File: src/rtl/timer_multi_ch.sv
// Multi-channel APB timer: NUM_CH up/down counters with per-channel reload, prescaler,
// sticky overflow/underflow flags and masked level interrupts.
module timer_multi_ch #(
    parameter int NUM_CH    = 2,
    parameter int CNT_WIDTH = 16
) (
    input  logic              pclk,
    input  logic              presetn,
    input  logic              psel,
    input  logic              penable,
    input  logic              pwrite,
    input  logic [7:0]        paddr,
    input  logic [7:0]        pwdata,
    output logic [7:0]        prdata,
    output logic              pready,
    output logic              pslverr,
    output logic [NUM_CH-1:0] irq
);
    localparam int NB = CNT_WIDTH / 8;
    // Byte 0 of a CNT read is always live, so the snapshot only holds the upper bytes.
    localparam int SW = (CNT_WIDTH > 8) ? CNT_WIDTH : 16;

    logic [CNT_WIDTH-1:0] tdr  [NUM_CH];
    logic [CNT_WIDTH-1:0] cnt  [NUM_CH];
    logic [SW-9:0]        snap [NUM_CH];
    logic [7:0]           pre  [NUM_CH];
    logic [2:0]           cks  [NUM_CH];
    logic [NUM_CH-1:0]    load, arl, dn, en, ovf, udf, ovf_ie, udf_ie;
    logic [NUM_CH-1:0]    hit, tcr_wr, tsr_wr, tick, ovf_set, udf_set;

    logic [3:0] ch_sel;
    logic [3:0] off;
    logic       off_ok, err, acc, wr_ok, rd_ok;

    assign ch_sel  = paddr[7:4];
    assign off     = paddr[3:0];
    assign acc     = psel & penable;
    assign wr_ok   = acc & pwrite & ~err;
    assign rd_ok   = acc & ~pwrite & ~err;
    assign pready  = 1'b1;
    assign pslverr = acc & err;

    always_comb begin
        off_ok = 1'b0;
        case (off)
            4'h0, 4'h1, 4'h2, 4'h3: off_ok = (int'(off) < NB);
            4'h4, 4'h5, 4'h6:       off_ok = 1'b1;
            4'h8, 4'h9, 4'hA, 4'hB: off_ok = ((int'(off) - 8) < NB);
            default:                off_ok = 1'b0;
        endcase
        err = (int'(ch_sel) >= NUM_CH) | ~off_ok;
    end

    always_comb begin
        hit     = '0;
        tcr_wr  = '0;
        tsr_wr  = '0;
        tick    = '0;
        ovf_set = '0;
        udf_set = '0;
        irq     = '0;
        for (int c = 0; c < NUM_CH; c++) begin
            hit[c]     = (ch_sel == 4'(c));
            tcr_wr[c]  = wr_ok & hit[c] & (off == 4'h4);
            tsr_wr[c]  = wr_ok & hit[c] & (off == 4'h5);
            tick[c]    = en[c] & ~load[c] & ({1'b0, pre[c]} == ((9'd2 << cks[c]) - 9'd1));
            ovf_set[c] = tick[c] & ~dn[c] & (cnt[c] == '1);
            udf_set[c] = tick[c] & dn[c] & (cnt[c] == '0);
            irq[c]     = (ovf[c] & ovf_ie[c]) | (udf[c] & udf_ie[c]);
        end
    end

    always_ff @(posedge pclk or negedge presetn) begin
        if (!presetn) begin
            for (int c = 0; c < NUM_CH; c++) begin
                tdr[c]  <= '0;
                cnt[c]  <= '0;
                snap[c] <= '0;
                pre[c]  <= '0;
                cks[c]  <= '0;
            end
            load   <= '0;
            arl    <= '0;
            dn     <= '0;
            en     <= '0;
            ovf    <= '0;
            udf    <= '0;
            ovf_ie <= '0;
            udf_ie <= '0;
        end else begin
            for (int c = 0; c < NUM_CH; c++) begin
                if (wr_ok && hit[c]) begin
                    for (int b = 0; b < NB; b++) begin
                        if (off == 4'(b)) tdr[c][8*b +: 8] <= pwdata;
                    end
                    case (off)
                        4'h4: begin
                            load[c] <= pwdata[7];
                            arl[c]  <= pwdata[6];
                            dn[c]   <= pwdata[5];
                            en[c]   <= pwdata[4];
                            cks[c]  <= pwdata[2:0];
                        end
                        4'h6: begin
                            ovf_ie[c] <= pwdata[0];
                            udf_ie[c] <= pwdata[1];
                        end
                        default: ;
                    endcase
                end

                if (tcr_wr[c] || !en[c] || load[c] || tick[c]) pre[c] <= '0;
                else                                           pre[c] <= pre[c] + 8'd1;

                if (load[c]) begin
                    cnt[c] <= tdr[c];
                end else if (tick[c]) begin
                    if (!dn[c]) cnt[c] <= ovf_set[c] ? (arl[c] ? tdr[c] : '0) : cnt[c] + CNT_WIDTH'(1);
                    else        cnt[c] <= udf_set[c] ? (arl[c] ? tdr[c] : '1) : cnt[c] - CNT_WIDTH'(1);
                end

                // A set on the same edge as a write-one-to-clear wins.
                ovf[c] <= ovf_set[c] | (ovf[c] & ~(tsr_wr[c] & pwdata[0]));
                udf[c] <= udf_set[c] | (udf[c] & ~(tsr_wr[c] & pwdata[1]));

                if (rd_ok && hit[c] && off == 4'h8) snap[c] <= (SW-8)'(SW'(cnt[c]) >> 8);
            end
        end
    end

    always_comb begin
        prdata = '0;
        for (int c = 0; c < NUM_CH; c++) begin
            if (rd_ok && hit[c]) begin
                for (int b = 0; b < NB; b++) begin
                    if (off == 4'(b)) prdata = tdr[c][8*b +: 8];
                end
                for (int b = 1; b < NB; b++) begin
                    if (off == 4'(8 + b)) prdata = snap[c][8*(b-1) +: 8];
                end
                case (off)
                    4'h4:    prdata = {load[c], arl[c], dn[c], en[c], 1'b0, cks[c]};
                    4'h5:    prdata = {6'b0, udf[c], ovf[c]};
                    4'h6:    prdata = {6'b0, udf_ie[c], ovf_ie[c]};
                    4'h8:    prdata = cnt[c][7:0];
                    default: ;
                endcase
            end
        end
    end
endmodule
File: config.mk
export PLATFORM = sky130hd
export DESIGN_NAME = timer_multi_ch
export DESIGN_NICKNAME = d
export VERILOG_FILES = /design/src/rtl/timer_multi_ch.sv
export SDC_FILE = /design/constraint.sdc
export NUM_CORES = 1
export LEC_CHECK = 0
export ABC_CLOCK_PERIOD_IN_PS = 9600
export CORE_MARGIN = 2
export CORE_UTILIZATION = 45
export CTS_CLUSTER_SIZE = 8
export DETAILED_ROUTE_END_ITERATION = 10
export GPL_TIMING_DRIVEN = 0
export HOLD_SLACK_MARGIN = 0.06
export SETUP_SLACK_MARGIN = 0.3
export SKIP_CTS_REPAIR_TIMING = 1
export SLEW_MARGIN = 25
export SYNTH_ARGS = -nofsm -noshare
export SYNTH_HDL_FRONTEND = slang
export SYNTH_SLANG_ARGS = --single-unit
File: constraint.sdc
create_clock -name pclk -period 9.6 [get_ports pclk]
set_input_delay 2.88 -clock pclk [delete_from_list [all_inputs] [get_ports pclk]]
set_output_delay 2.88 -clock pclk [all_outputs]
set_load 0.05 [all_outputs]
==> key figures <==
STA
  – Setup violators final: 0
  – Tmin final: 9.14 ns
  – Rel. slew slack: 29.8%
  – Max Fclk: 0.109 GHz
  – Final worst slack: 0.457 ns
  – Final period util: 95.2%
  – Final hold violation count: 0
  – Tightest Pin Transition: 1.04 ns
  – Clock skew: 0.00687 ns
  – Setup TNS: 0 ns
  – RSZ-0062 raised after global routing: true
  – Max-slew violations: 0

Synthesis
  – Post-synth cell types: 76
  – Post-synth EDFFs: 0
  – Simple-gate share of the synthesized area: 21.2%
  – Mux contribution to synthesized area: 9.64%
  – Synth Register Bits: 118
  – Cell count after synthesis: 972
  – Top-count cell post-synth: dfrtp_1
  – Dominant cell type by area after synthesis: dfrtp_1
  – Synth Area in Adders: 1.20%
  – Compound-Gate Fraction of Synth Area: 21.1%
  – Synthesized cell area: 8350 µm²
  – Post-synth ARST share: 100%
  – Synthesized Nets: 1001
  – YS warnings: 0
  – Main combinational cell family by area after synthesis: simple AND/OR/NAND/NOR gates
  – Seq/Total Area, Yosys: 35.4%
  – Post-synth top area share: 35.4%
  – Largest cells by area after synthesis: dfrtp_1 (35%), mux2_2 (8.0%), nand2_1 (4.5%), xor2_1 (3.5%), o21ai_0 (3.4%)
  – Post-Synth XOR/XNOR Area: 6.50%
  – Commonest cells in the netlist: dfrtp_1 (118), nand2_1 (99), clkbuf_1 (70)
  – Avg Cell Area, Syn: 8.59 µm²
  – Ys flop type: dfrtp_1

Worst setup path
  – WP data required: 6.72 ns
  – CP Max Fanout: 10
  – Critical path capture point type: output port
  – Crit start category: input port
  – Setup Crit Path Kind: in -> out
  – CP arrival: 6.26 ns

Flow run
  – Max Cap Viol: 0

Finish
  – Area of the multi-input gates: 5000 µm²
  – Sequential Area: 2950 µm²
  – Share of cells above drive strength 1: 10.4%
  – Antenna diodes: 0
  – Final Cell Area: 9490 µm²
  – Number of fill cells: 1730
  – Area Overhead vs Synth: 13.6%
  – Fin nets: 1050

Drt
  – DR vias: 8300
  – Vias/cell: 6.58
  – Routed WL: 28.4 mm
  – Average wire per standard cell: 22.5 µm
  – DR pass1 iterations: 5
  – DRC violations left: 0
  – Initial DRC count: 1007
  – Antenna-violating nets left: 0

Global route
  – Largest net degree at the start of global routing: 62
  – GRT overflow: 0
  – Vias in the first global route: 7561
  – Global-route wire length before repair: 44.7 mm
  – Total GRT Usage: 29.4%
  – Initial antenna violation count: 0

Placed design
  – Port bufs: 29
  – Post-DP HPWL: 20.4 mm
  – Post-DP Area: 8960 µm²
  – Routability Congestion: 0.991
  – Pre-CTS setup slack: 0.127 ns

Clock network
  – Max Root-Sink Buffers: 2
  – Htree depth: 4
  – Clock root buffer: clkbuf_16
  – Worst-path clk slew: 0.05 ns
  – TritonCTS clock tree: yes
  – CTS buffer count: 17
  – Clk sinks: 118
  – Skew-Pair Late Insertion Delay: 0.43 ns

Pwr
  – Pwr Density: 132 nW/µm²
  – Leakage: 3.84 nW
  – Total power: 0.00125 W
  – Worst vdd ir: 0.139 mV

Die
  – Die H: 140 µm
  – Total I/O pin count: 33
  – Num rows: 49
  – Die area: 19700 µm²
  – Width of the die: 140 µm
  – Core area: 18100 µm²
  – Initial Util: 46.2%

Outcome
  – Status: complete, no violations

Hold path
  – Min-delay worst type: reg -> reg
==> through the flow <==
stage | utilization, % | std cells | hold slack [ns]
after floorplan | - | 972 | 0.451
after global placement | 49.4 | 1230 | 0.481
after detailed placement | 49.6 | 1231 | 0.494
after CTS | 52.4 | 1262 | 0.507
after global routing | 52.4 | 1262 | 0.533
final | 52.4 | 1262 | 0.510
==> cell usage in the layout, fill, tap and decap left out, types with 5 or more instances in the layout <==
master	instances
dfrtp_1	118
nand2_1	99
clkbuf_1	74
mux2_2	59
o21ai_0	57
nor2_1	54
nand3_1	42
a21oi_1	37
xor2_1	33
nor3_1	29
xnor2_1	29
clkdlybuf4s50_1	28
inv_1	24
nand4_1	23
nor4_1	19
o22ai_1	18
clkbuf_16	17
o221ai_1	16
a31oi_1	16
or3_1	15
mux2i_1	14
a22oi_1	13
a211oi_1	13
nor2b_1	12
o31ai_1	9
o211ai_1	9
and3_1	9
and2_1	9
or4_1	8
ha_1	8
nand2b_1	7
o31a_1	7
a221o_1	6
a21o_1	5
clkinv_2	5
==> where the power goes <==
part	total [W]	switching (W)	internal, W
sequential	0.000510	0.00000571	0.000504
clock	0.000567	0.000235	0.000332
combinational	0.000178	0.000113	0.0000651
==> worst max-delay path: stages <==
cell and delay, ns:
clkdlybuf4s50_1 0.48, clkbuf_1 0.38, or2_2 0.19, clkbuf_1 0.46, nor2_1 0.31, a21oi_1 0.32, a211oi_1 0.11, a21oi_1 0.26
clkdlybuf4s50_1 0.87
==> area by class of cell <==
| type | instances | area share, % |
|---|---|---|
| inverter | 25 | 0.989 |
| tap | 229 | 3.02 |
| clock buffer | 22 | 4.79 |
| sequential | 118 | 31.1 |
| timing repair buffer | 30 | 3.40 |
| multi-input combinational | 749 | 52.7 |
| clock inverter | 9 | 0.594 |
| buffer | 80 | 3.34 |
==> state kept, by name (all words and copies together), names as in the netlist <==
signal,count
cnt,32
tdr,32
pre,16
snap,16
cks,6
arl,2
dn,2
en,2
load,2
ovf,2
ovf_ie,2
udf,2
udf_ie,2
==> path summary, 6_finish.rpt <==
check | startpoint | slack, ns | to | depth (start not counted)
max | paddr[0] | 0.46 | prdata[7] | 9
min | snap[0]$_DFFE_PN0P_ | 0.51 | snap[0]$_DFFE_PN0P_ | 1
max reg2reg | cks[5]$_DFFE_PN0P_ | 5.62 | pre[10]$_DFF_PN0_ | 10
min reg2reg | snap[0]$_DFFE_PN0P_ | 0.51 | snap[0]$_DFFE_PN0P_ | 1
max in group asynchronous | presetn | 6.57 | cnt[11]$_DFFE_PN0P_ | 2
min in group asynchronous | presetn | 2.36 | pre[9]$_DFF_PN0_ | 1
==> per-layer routing <==
layer  global-route usage, %  up-vias  share of wire [%]
met2                    40.8      446                 42
met4                    8.56        0                1.8
met3                    7.01       49                9.6
li1                        -     3729                  -
met1                    45.2     4076                 47
met5                   0.752        -                  0
==> kinds of logic after synthesis <==
group / after synthesis
other: 1
buffers and inverters: 105
multiplexers: 73
AO/OA/AOI/OAI: 256
adder cells (fa/ha/maj): 8
XOR/XNOR: 62
flip-flops: 118
AND/OR/NAND/NOR: 349
Note: power is estimated with default switching activity, not from simulation.
